### config.mk
export PLATFORM = sky130hd
export DESIGN_NAME = onehot_hold_decoder
export DESIGN_NICKNAME = d
export VERILOG_FILES = /design/src/rtl/onehot_hold_decoder.sv
export SDC_FILE = /design/constraint.sdc
export NUM_CORES = 1
export LEC_CHECK = 0
export BUFFER_PORTS_ARGS = -buffer_cell sky130_fd_sc_hd__buf_2
export CAP_MARGIN = 20
export CORE_MARGIN = 10
export CORE_UTILIZATION = 28
export CTS_CLUSTER_DIAMETER = 150
export DETAILED_ROUTE_END_ITERATION = 6
export SYNTH_ARGS = -nofsm -noshare
export SYNTH_HDL_FRONTEND = slang
export SYNTH_SLANG_ARGS = --single-unit
### constraint.sdc
create_clock -name clk -period 1.3 [get_ports clk]
set_clock_uncertainty 0.1 [all_clocks]
set_input_delay 0.065 -clock clk [delete_from_list [all_inputs] [get_ports clk]]
set_output_delay 0.065 -clock clk [all_outputs]
set_load 0.03 [all_outputs]
### src/rtl/onehot_hold_decoder.sv
// rtl/onehot_hold_decoder.sv - encoded index to held, handshaked one-hot lane select
//
// Accepts an encoded index on a valid/ready input, registers its decoded
// vector, keeps it stable for HOLD_CYC cycles and then offers it downstream
// with valid/ready. One index is in flight at a time.
//
// Build option: DECODE_THERMO_EN selects thermometer decode (all lanes at or
// below the index) instead of one-hot decode.
//
// Parameters:
//   IDX_W     index width; output width N = 2**IDX_W
//   HOLD_CYC  cycles out_vec is driven before out_valid rises (0..255)
//
// Ports:
//   clk        input   clock, rising edge
//   rst        input   asynchronous active-high reset
//   in_valid   input   index available
//   in_ready   output  decoder idle and able to accept an index
//   in_idx     input   [IDX_W-1:0] encoded index, 0 = LSB lane
//   in_en      input   0 = no lane, decodes to the all-zero vector
//   out_vec    output  [N-1:0] decoded vector, registered
//   out_valid  output  out_vec final and offered downstream
//   out_ready  input   downstream accepts out_vec
//   busy       output  decoder not idle

module onehot_hold_decoder #(
  parameter int IDX_W    = 2,
  parameter int HOLD_CYC = 2
) (
  input  logic                  clk,
  input  logic                  rst,
  input  logic                  in_valid,
  output logic                  in_ready,
  input  logic [IDX_W-1:0]      in_idx,
  input  logic                  in_en,
  output logic [(2**IDX_W)-1:0] out_vec,
  output logic                  out_valid,
  input  logic                  out_ready,
  output logic                  busy
);

  localparam int N = 2 ** IDX_W;
  // A zero hold period still needs a legal one-bit counter; it is never loaded.
  localparam int CNT_W = (HOLD_CYC > 0) ? $clog2(HOLD_CYC + 1) : 1;
  localparam logic [CNT_W-1:0] CNT_LOAD = (HOLD_CYC > 0) ? CNT_W'(HOLD_CYC - 1) : '0;

  typedef enum logic [1:0] {
    S_IDLE    = 2'd0,
    S_HOLD    = 2'd1,
    S_PRESENT = 2'd2
  } state_t;

  state_t           state, state_nx;
  logic [CNT_W-1:0] cnt, cnt_nx;
  logic [N-1:0]     vec, vec_nx;

  function automatic logic [N-1:0] decode(input logic [IDX_W-1:0] idx, input logic en);
    logic [N-1:0] v;
    v = '0;
    for (int i = 0; i < N; i++) begin
`ifdef DECODE_THERMO_EN
      v[i] = en && (i <= int'(idx));
`else
      v[i] = en && (i == int'(idx));
`endif
    end
    return v;
  endfunction

  always_ff @(posedge clk or posedge rst) begin
    if (rst) begin
      state <= S_IDLE;
      cnt   <= '0;
      vec   <= '0;
    end else begin
      state <= state_nx;
      cnt   <= cnt_nx;
      vec   <= vec_nx;
    end
  end

  always_comb begin
    state_nx = state;
    cnt_nx   = cnt;
    vec_nx   = vec;
    case (state)
      S_IDLE: begin
        // in_idx/in_en are captured only here; later changes are ignored.
        if (in_valid) begin
          vec_nx = decode(in_idx, in_en);
          if (HOLD_CYC > 0) begin
            state_nx = S_HOLD;
            cnt_nx   = CNT_LOAD;
          end else begin
            state_nx = S_PRESENT;
          end
        end
      end
      S_HOLD: begin
        // out_ready is deliberately not looked at while holding.
        if (cnt == '0) begin
          state_nx = S_PRESENT;
        end else begin
          cnt_nx = cnt - CNT_W'(1);
        end
      end
      S_PRESENT: begin
        if (out_ready) begin
          vec_nx   = '0;
          state_nx = S_IDLE;
        end
      end
      default: begin
        state_nx = S_IDLE;
        cnt_nx   = '0;
        vec_nx   = '0;
      end
    endcase
  end

  // Handshake outputs come straight from the state register so they follow
  // an asynchronous reset immediately.
  assign in_ready  = (state == S_IDLE);
  assign out_valid = (state == S_PRESENT);
  assign busy      = (state != S_IDLE);
  assign out_vec   = vec;

endmodule

# Word-level counts from Yosys, hierarchy flattened
# Index checks and enable logic that the tools add are counted.
# op_classes
add_sub_neg	1
eq_ne	9
muxes	9
bitwise	2
reduce_logical	11
# op_table
cell	n
one-hot mux 2 bit (3 select lines)	2
one-hot mux 4 bit (3 select lines)	1
AND reduction 3 bit	3
2-to-1 mux 2 bit	4
2-to-1 mux 4 bit	2
zero test 2 bit	3
inequality test 2 bit (second input constant)	3
equality test 2 bit (first input constant)	2
logical AND 1 bit	4
equality test 1 x 2 -> 1 bit (first input constant)	1
equality test 2 x 1 -> 1 bit (second input constant)	1
equality test 2 bit (second input constant)	1
inequality test 2 x 1 -> 1 bit (second input constant)	1
inverter 1 bit	2
nonzero test 2 bit	1
subtractor 2 x 1 -> 2 bit (second input constant)	1
# totals
register_bits	8
input_bits	7
output_inout_bits	7
word_cells	35

# Depth between registers and ports, before layout
# Gate-level depths: netlist (run 1).
# depth
word_depth	4
depth_mapped	5
mapped_depth_nobuf	5

# Worst setup path after synthesis (run 1)
# Ideal clock, no wire load.
# synth_timing
kind	flip-flop to flip-flop
from	register state[0]
to	register vec[1], in the netlist out_vec[1]
setup_ps	65
arrival_ps	1168
required_time_ps	1135
slack_ps	-33
path_stages_with_launch	4
n_path_buf	0
period_less_slack_ps	1333
cell_sequence	dfrtp_1 -> nor2_2 -> and4b_1 -> mux2_4
# synth_via
elab_chain_len	3
elab_cells_between_ends	8
cone_classes	eq/ne: 4; mux: 1; bitwise: 1; reduce/logical: 2
# synth_lines
element	line	source
start, declared	53	state_t state, state_nx;
start signal, assigned	76	state <= state_nx;
zero test 2 bit *	-	
named net in_ready	33	output logic in_ready,
inequality test 2 bit (no source line)	-	
AND reduction 3 bit (no source line)	-	
end signal, assigned	78	vec <= vec_nx;
end, declared	55	logic [N-1:0] vec, vec_nx;
# The timed path passes the listed nets; every way through them passes the cells marked *.
# A chain may end at the register's enable or synchronous reset.

# Worst setup path after layout (run 1)
# layout_timing
from	register state[0]
to	register vec[2], in the netlist out_vec[2]
# layout_via
elab_chain_len	3
elab_cells_between_ends	8
cone_classes	eq/ne: 4; mux: 1; bitwise: 1; reduce/logical: 2
# layout_lines
element	line	source
equality test 2 bit, or another cell as far along	86	case (state)
inequality test 2 x 1 -> 1 bit (no source line), or another cell as far along	-	
AND reduction 3 bit (no source line)	-	
# Several ways; a longest one is shown, not always the timed one.

==> results.txt, run 1 <==
The class of the worst hold path is primary input to flop. The worst hold path terminates at out_vec[3]. The checks that failed: negative setup slack. The number of hold violations in the final report came out at 0. The power density over the cells came out at approximately 2300 nW/µm². The endpoint identified for the worst register-to-register timing path is out_vec[2].

After synthesis, the mean cell area works out to roughly 11 µm². The post-synthesis share of cell area spent on and, or, nand and nor gates came out at 0.187. The die is between 60 and 70 µm wide. The placement row count is 14.

The number of routed nets with antenna violations came out at 0. The overall via count from detail_route is ~380. The number of buffers created by CTS came out at 3. After synthesis the netlist holds a flip-flop and latch count of 8. The worst hold margin came out at approximately 0.0061 ns. The startpoint identified for the worst hold timing path is in_idx[0]. The count of yosys warnings during synthesis is 0.

For flop-to-flop paths, the worst setup slack is -0.01 ns. The first global-routing pass estimated approximately 1600 µm of wire. The dominant combinational cell family by area after synthesis is simple AND/OR/NAND/NOR gates. The antenna diode count came out at 0. The leakage power total is ~0.37 nW. The placeable core area came out at 1540 µm².

The peak per-stage delay on the critical path came out at about 0.42 ns. Relative to the synthesized area, the layout overhead comes to 53.1%. The transition time at the pin with the least slew margin is ~0.32 ns. The cell area after placement is 606 µm².

The worst slew margin relative to its limit came out at 0.788. The count of H-tree levels built during CTS is 1. The share of layout cells above drive strength 1 came out at 0.565.

The final-stage net count is 78. Timing would allow up to about 760 MHz. The synthesized netlist net count came out at between 40 and 50. The final total negative setup slack came out at -0.0301 ns. The effective utilization at floorplan is 0.300. The maximum net fanout on the critical path came out at 4. By area the synthesized netlist is led by sky130_fd_sc_hd__dfrtp_1 43%, sky130_fd_sc_hd__mux2_4 9.8%, sky130_fd_sc_hd__o2bb2ai_4 6.0%. The nature of the critical path endpoint is a flop. Max-cap violations in this run came to 0. Of the total synthesized cell area, the portion taken by full adders, half adders and majority gates is 0.0271. The clock passes through at most 2 buffers.

The critical path in this run is classified as flop to flop. The share of the synthesized area in compound gates (AO/OA/AOI/OAI) came to 0.168. After the first detailed-routing iteration, the DRC count stood at 0. Global routing finished with a remaining overflow of 0. The worst IR drop on VDD is ~0.96 mV. The clock latency on the worst-skew pair is 0.26 ns. The height of the die is 60.6 µm.

The netlist uses 21 different library cells. The worst slack at placement came out at -0.0205 ns. The average vias per placed instance is approximately 4.5. The initial antenna violation count is 0. Dividing the final minimum period by the clock period gives 1.01. Summing every instance area after synthesis gives 462 µm².

Counting instances, the worst hold path has a depth of 3. The buffer and inverter count on the worst path is 0. Buffers placed on the I/O ports in this run total 13. The clock edge transition at the registers on the reported setup and hold paths is 0.06 ns. STA classifies the critical path startpoint as a flop.

The tree is rooted in a sky130_fd_sc_hd__clkbuf_4. After detailed routing, the average wire length per cell comes to approximately 12 µm. Summing all non-filler instances in the final layout gives an area of roughly 710 µm². Pin placement for this block handled 14 I/O pins. Of the total synthesized cell area, the portion taken by XOR and XNOR cells is 0. After layout, the minimum clock period comes to approximately 1.3 ns.

Setup repair after global routing could not meet its margin everywhere. The cell with the largest stage delay on the worst path is sky130_fd_sc_hd__dfrtp_2. For this run, the total global-route usage over all layers was measured as 0.0621. The sequential element share of the synthesized area came out at 0.434. Of the post-synthesis cell area, the dominant cell type holds 0.434. The clock sink total is 8. The DRC violation count after routing is 0. The TritonCTS clock tree is yes.

The cell count after synthesis came out at 41. The worst reg-to-reg path cell count came out at 3. The total detailed-routing wirelength came out at 1010 µm.

The worst flop-to-flop path startpoint is state[0]. Grouping stages by cell kind, the critical path spends the most delay in flip-flops. The worst-case setup margin in the final layout came out at -0.0127 ns. The arrival time of data at the critical path endpoint is 1.35 ns.

The die covers about 3700 µm². The portion of synthesized area spent on multiplexers is 0.119. sky130_fd_sc_hd__dfrtp_1 takes more of the synthesized area than any other cell.

The number of iterations in the first detailed-routing pass is 1. The data required time of the critical path came out at between 1 and 1.5 ns. The number of setup violations in the final report came out at 3. The top cell types in the final layout, fill and taps aside, are 10 x sky130_fd_sc_hd__buf_2, 6 x sky130_fd_sc_hd__dfrtp_1, 6 x sky130_fd_sc_hd__buf_6. The run finished, with violations left.

The largest net degree at the start of global routing is 9. The library cell used most frequently in the layout, excluding fill and tap cells, is sky130_fd_sc_hd__buf_2. The via count of the first global-routing pass is ~350. The signal on the critical path passes through nand2b_4, o2bb2ai_4, mux2_4. The final max-slew violation count came to 0. The routability-driven placement congestion ratio is 0.638. The HPWL reported at the end of detailed placement came out at about 800 µm.
[logic make-up (layout without fill, tap and decap cells)]
family          after synthesis  in the layout
mux                           4              4
simple gates                 11             11
compound gates                9              9
flops                         8              8
fa+ha+maj                     1              1
buf+inv                       8             36
[through the flow]
stage / utilization / total power, mW / instances
after floorplan: - / 0.969 / 41
after global placement: 0.393 / 1.26 / 77
after detailed placement: 0.393 / 1.27 / 77
after CTS: 0.445 / 1.57 / 85
after global routing: 0.459 / 1.75 / 85
final: 0.459 / 1.62 / 85
[worst max-delay path by stage]
stage,from,end,slack [ns],depth (start not counted)
2_1_floorplan,state[0],out_vec[0],-0.002,3
6_report,state[0],out_vec[2],-0.01,3
3_3_place_gp,cnt[0],cnt[0],-0.02,5
4_1_cts,state[0],out_vec[2],-0.02,5
5_1_grt,state[0],out_vec[1],-0.06,5
3_5_place_dp,cnt[0],cnt[0],-0.02,5
[area by class of cell]
class	instances	area [µm²]
Clock buffer	4	26.3
Tap cell	16	20.0
Inverter	8	30.0
Timing Repair Buffer	24	185
Fill cell	141	835
Multi-Input combinational cell	25	243
Sequential cell	8	203
[layer usage]
layer,vias up,part of all wire,track usage
met5,-,0,0
met4,0,0.042,0.0658
met3,4,0.041,0.0209
met2,9,0.45,0.0742
met1,166,0.46,0.0794
li1,200,-,-
[report_power, final]
part / internal [mW] / leakage [nW] / switching, mW / total [mW]
logic: 0.516 / 0.251 / 0.493 / 1.01
clock network: 0.118 / 0.0150 / 0.0936 / 0.212
registers: 0.338 / 0.102 / 0.0632 / 0.401
[cells in the mapped netlist]
library cell and n:
sky130_fd_sc_hd__nand2b_4 1, sky130_fd_sc_hd__nor2_1 1, sky130_fd_sc_hd__o2bb2ai_4 1, sky130_fd_sc_hd__nand2b_2 1
sky130_fd_sc_hd__or2b_1 1, sky130_fd_sc_hd__nand4_1 1, sky130_fd_sc_hd__ha_1 1, sky130_fd_sc_hd__o22ai_1 2
sky130_fd_sc_hd__o2bb2ai_1 1, sky130_fd_sc_hd__nor2_2 1, sky130_fd_sc_hd__inv_1 7, sky130_fd_sc_hd__dfrtp_1 8
sky130_fd_sc_hd__nand2_1 2, sky130_fd_sc_hd__a21oi_1 3, sky130_fd_sc_hd__inv_2 1, sky130_fd_sc_hd__o21ai_0 1
sky130_fd_sc_hd__and4b_1 2, sky130_fd_sc_hd__a21o_2 1, sky130_fd_sc_hd__mux2i_1 1, sky130_fd_sc_hd__mux2_4 3
sky130_fd_sc_hd__and4bb_1 1
[worst min-delay path: stages]
cell and delay (ns):
sky130_fd_sc_hd__buf_2 0.12, sky130_fd_sc_hd__nand4_1 0.08, sky130_fd_sc_hd__mux2i_1 0.06
[sequential cells by signal (all words and copies together), names as in the netlist]
name,cells
cnt,2
state,2
out_vec,4
[timing repair]
item | 4_1_cts | 5_1_grt
endpoints found under the hold margin | 10 | 0
pin swaps | 1 | 0
setup buffers | 1 | 0
resized for setup | 8 | 7
hold buffers | 3 | 0
setup endpoints to repair | 6 | 8
Power figures use the tool's default switching activity.
==> run 2, diff against run 1 <==
Settings changed: BUFFER_PORTS_ARGS -buffer_cell sky130_fd_sc_hd__buf_2 to unset, CELL_PAD_IN_SITES_DETAIL_PLACEMENT set to 0, CELL_PAD_IN_SITES_GLOBAL_PLACEMENT set to 1, CTS_BUF_LIST set to sky130_fd_sc_hd__clkbuf_8, DONT_BUFFER_PORTS set to 1, PLACE_DENSITY_LB_ADDON set to 0.1.
==> run 2 against run 1 <==
The flow still finishes with violations (negative setup slack). Maximum frequency is 0.33% higher. Global-route usage is 0.55 points higher. Count of clock-buffer cells in the layout is 1 lower. Non-clock buffer count is 3 lower. Via count is 4.0% higher. Register-to-register slack hardly changed. Routed wire length is 20% higher. Largest power group unchanged.
==> results.txt, run 2 (synthesized netlist as in run 1, its figures left out) <==
The flow ran to the end, but the final reports show violations. The checks that failed: negative setup slack. The peak per-stage delay on the critical path is 0.41 ns (about the same). The buffer and inverter count on the worst path came to 0 (unchanged). The clock tree root buffer cell is sky130_fd_sc_hd__clkbuf_8. The antenna diode count came out at 0 (unchanged). The total global routing track utilization is 0.0676 (+0.00548).

The clock edge transition at the registers on the reported setup and hold paths is 0.05 ns (about the same). The number of design-rule violations left by the first detailed-router iteration came out at 8 (+8). TritonCTS built the clock tree. The data required time of the critical path is 1.31 ns (-0.03 ns). The worst reg-to-reg path cell count was 3 (unchanged).

The met3 layer usage reported by global route came to 0.0209 (unchanged). The worst slew margin relative to its limit is 0.763 (-0.0251). The height of the die came out at 60.6 µm (unchanged). The final max-slew violation count was 0 (unchanged). The max-capacitance violation count is 0 (unchanged).

The arrival time of data at the critical path endpoint is 1.31 ns (-0.04 ns). The average vias per placed instance came out at 4.80 (+7.8%). The number of hold violations in the final report came out at 0 (unchanged). The final-stage net count is 75 (-3.8%). The class of the worst hold path is primary input to flop. The power density over the cells came out at 2350 nW/µm² (+2.5%). STA classifies the critical path startpoint as a flop. The sequential share of power came out at 0.239 (-0.008). The most utilized layer in the global route result is met2. The via count of the first global-routing pass came out at 418 (+20%). The final critical delay including setup and external delays is 1.31 ns (-0.00435 ns). The top-level port count came out at 14 (unchanged). The power spent charging and discharging nets is 666 µW (+2.5%).

The fraction of met1 tracks used by global routing is 0.0808 (+0.00138). The total overflow reported by the global router is 0 (unchanged). The number of buffers created by CTS is 3 (unchanged). The count of cells along the worst hold path came out at 2 (-1). The proportion of total power due to net switching is 0.390 (-0.0109). The worst-case setup margin in the final layout came out at -0.00839 ns (+0.00435 ns). The summed area of non-filler cells in the final layout is 727 µm² (+2.8%). The number of iterations in the first detailed-routing pass is 4 (+3).

The count of H-tree levels built during CTS came out at 1 (unchanged). The maximum net fanout on the critical path is 4 (unchanged). The number of setup violations in the final report is 3 (unchanged).

The global-route wire length before repair is 1900 µm (+15%). The clock sink total is 8 (unchanged). The total detailed-routing wirelength is 1220 µm (+20%). The number of fill cells in the layout was 149 (+5.7%).

The effective utilization at floorplan was 0.300 (unchanged). The highest attainable clock frequency came out at 764 MHz (+0.33%). The routing usage on met2 came out at 0.109 (+0.0349). The worst setup path is captured at a flop. The clock latency on the worst-skew pair is 0.23 ns (-0.03 ns). The combinational group share of total power is 0.580 (-0.042). The transition time at the pin with the least slew margin came out at 0.355 ns (+0.0376 ns). The routability-driven placement congestion ratio was 0.750 (+17%). The DRC violation count after routing is 0 (unchanged).

The placeable core area came out at 1540 µm² (unchanged). The per-cell routed wire length was 14.8 µm (+25%). The cell family contributing the most delay on the critical path is flip-flops.

The portion of total power attributed to the clock network is 0.181 (+0.051). Setup repair after global routing could not meet its margin everywhere. The cell area after placement came out at 571 µm² (-5.8%). The setup path with the least slack is of type flop to flop. The number of routed nets with antenna violations came out at 0 (unchanged). The worst hold margin is 0.0520 ns (+0.0460 ns).

The overall via count from detail_route is 394 (+4.0%). The maximum root-to-sink buffer count is 2 (unchanged). The library cell used most frequently in the layout, excluding fill and tap cells, is sky130_fd_sc_hd__buf_4. The cell with the largest stage delay on the worst path is sky130_fd_sc_hd__dfrtp_2. The horizontal die dimension came out at 60.6 µm (unchanged). The leakage power total came out at 0.354 nW (-4.0%). The placement row count is 14 (unchanged). The largest net degree at the start of global routing was 9 (unchanged).

The initial antenna violation count is 0 (unchanged). The area growth from synthesis to final layout came out at 57.5%. The number of port buffers is 0 (-13).

The share of layout cells above drive strength 1 came out at 0.500 (-0.0652). The worst slack at placement is -0.0318 ns (-0.0113 ns). The internal power summed over all cells is 1.04 mW (+7.3%).

The worst IR drop on VDD is 0.987 mV (+3.3%). The HPWL reported at the end of detailed placement is 887 µm (+11%). The share of the core filled with cells was 0.472 (+0.0130). The number of cells on the critical path is 3 (unchanged). In the layout the commonest cells are 14 x sky130_fd_sc_hd__buf_4, 6 x sky130_fd_sc_hd__dfrtp_1, 6 x sky130_fd_sc_hd__dlygate4sd3_1. The ratio of final minimum period to clock period is 1.01 (-0.00335).

The die footprint came out at 3670 µm² (unchanged). The signal on the critical path passes through nand2b_2, o2bb2ai_4, mux2_4. The number of flip-flops in the largest register is 4 (unchanged).
## run 2: changes by cell type in the layout (fill, tap and decap cells not counted)
cell                            previous run  this run
sky130_fd_sc_hd__buf_2                    10         0
sky130_fd_sc_hd__clkbuf_4                  3         0
sky130_fd_sc_hd__clkinvlp_4                0         1
sky130_fd_sc_hd__buf_6                     6         1
sky130_fd_sc_hd__clkbuf_8                  0         3
sky130_fd_sc_hd__o21ai_2                   1         0
sky130_fd_sc_hd__buf_4                     5        14
sky130_fd_sc_hd__o21ai_1                   0         1
sky130_fd_sc_hd__ha_2                      1         0
sky130_fd_sc_hd__clkbuf_1                  1         0
sky130_fd_sc_hd__dlygate4sd3_1             3         6
sky130_fd_sc_hd__ha_4                      0         1
## run 2: final cells by class
class                      count  area (µm²)  share of cell area
clock inverter                 1        3.75             0.00516
inverter                       8        33.8              0.0465
multi-input combinational     25         249               0.343
timing repair buffer          21         176               0.243
clock buffer                   3        41.3              0.0568
sequential                     8         203               0.279
tap                           16        20.0              0.0275
## run 2: path summary, 6_finish.rpt
check                           slack, ns    endpoint        from
worst max-delay path               -0.008  out_vec[1]    state[0]
worst min-delay path                 0.05  out_vec[0]   out_ready
worst max register to register     -0.008  out_vec[1]    state[0]
worst min register to register       0.41  out_vec[0]  out_vec[0]
max in group asynchronous            0.67    state[0]         rst
min in group asynchronous            0.15      cnt[0]         rst
## run 2: power by group through the flow
| stage | clock [mW] | sequential, mW | combinational [mW] |
|---|---|---|---|
| 2_1_floorplan | 0 | 0.482 | 0.487 |
| 3_3_place_gp | 0 | 0.402 | 0.818 |
| 3_5_place_dp | 0 | 0.406 | 0.838 |
| 4_1_cts | 0.317 | 0.406 | 0.869 |
| 5_1_grt | 0.336 | 0.419 | 1.07 |
| 6_report | 0.309 | 0.408 | 0.992 |
## run 2: through the flow
stage                     TNS (ns)  cells  total power, mW
after floorplan           -0.00684     41            0.969
after global placement    -0.00146     68             1.22
after detailed placement   -0.0802     68             1.24
after CTS                  -0.0637     78             1.59
after global routing        -0.158     82             1.83
final                      -0.0196     82             1.71
## run 2: repair_timing
item                                   4_1_cts  5_1_grt
endpoints found under the hold margin       13        0
buffers inserted                             0        4
resized for setup                            3        5
setup endpoints to repair                    5        6
hold buffers                                 6        0
pin swaps                                    0        2
## run 2: layer usage
layer | wire (µm) | up-vias
li1 | - | 195
met1 | 520 | 190
met2 | 636 | 9
met3 | 60 | 0
met4 | 0 | 0
met5 | 0 | -
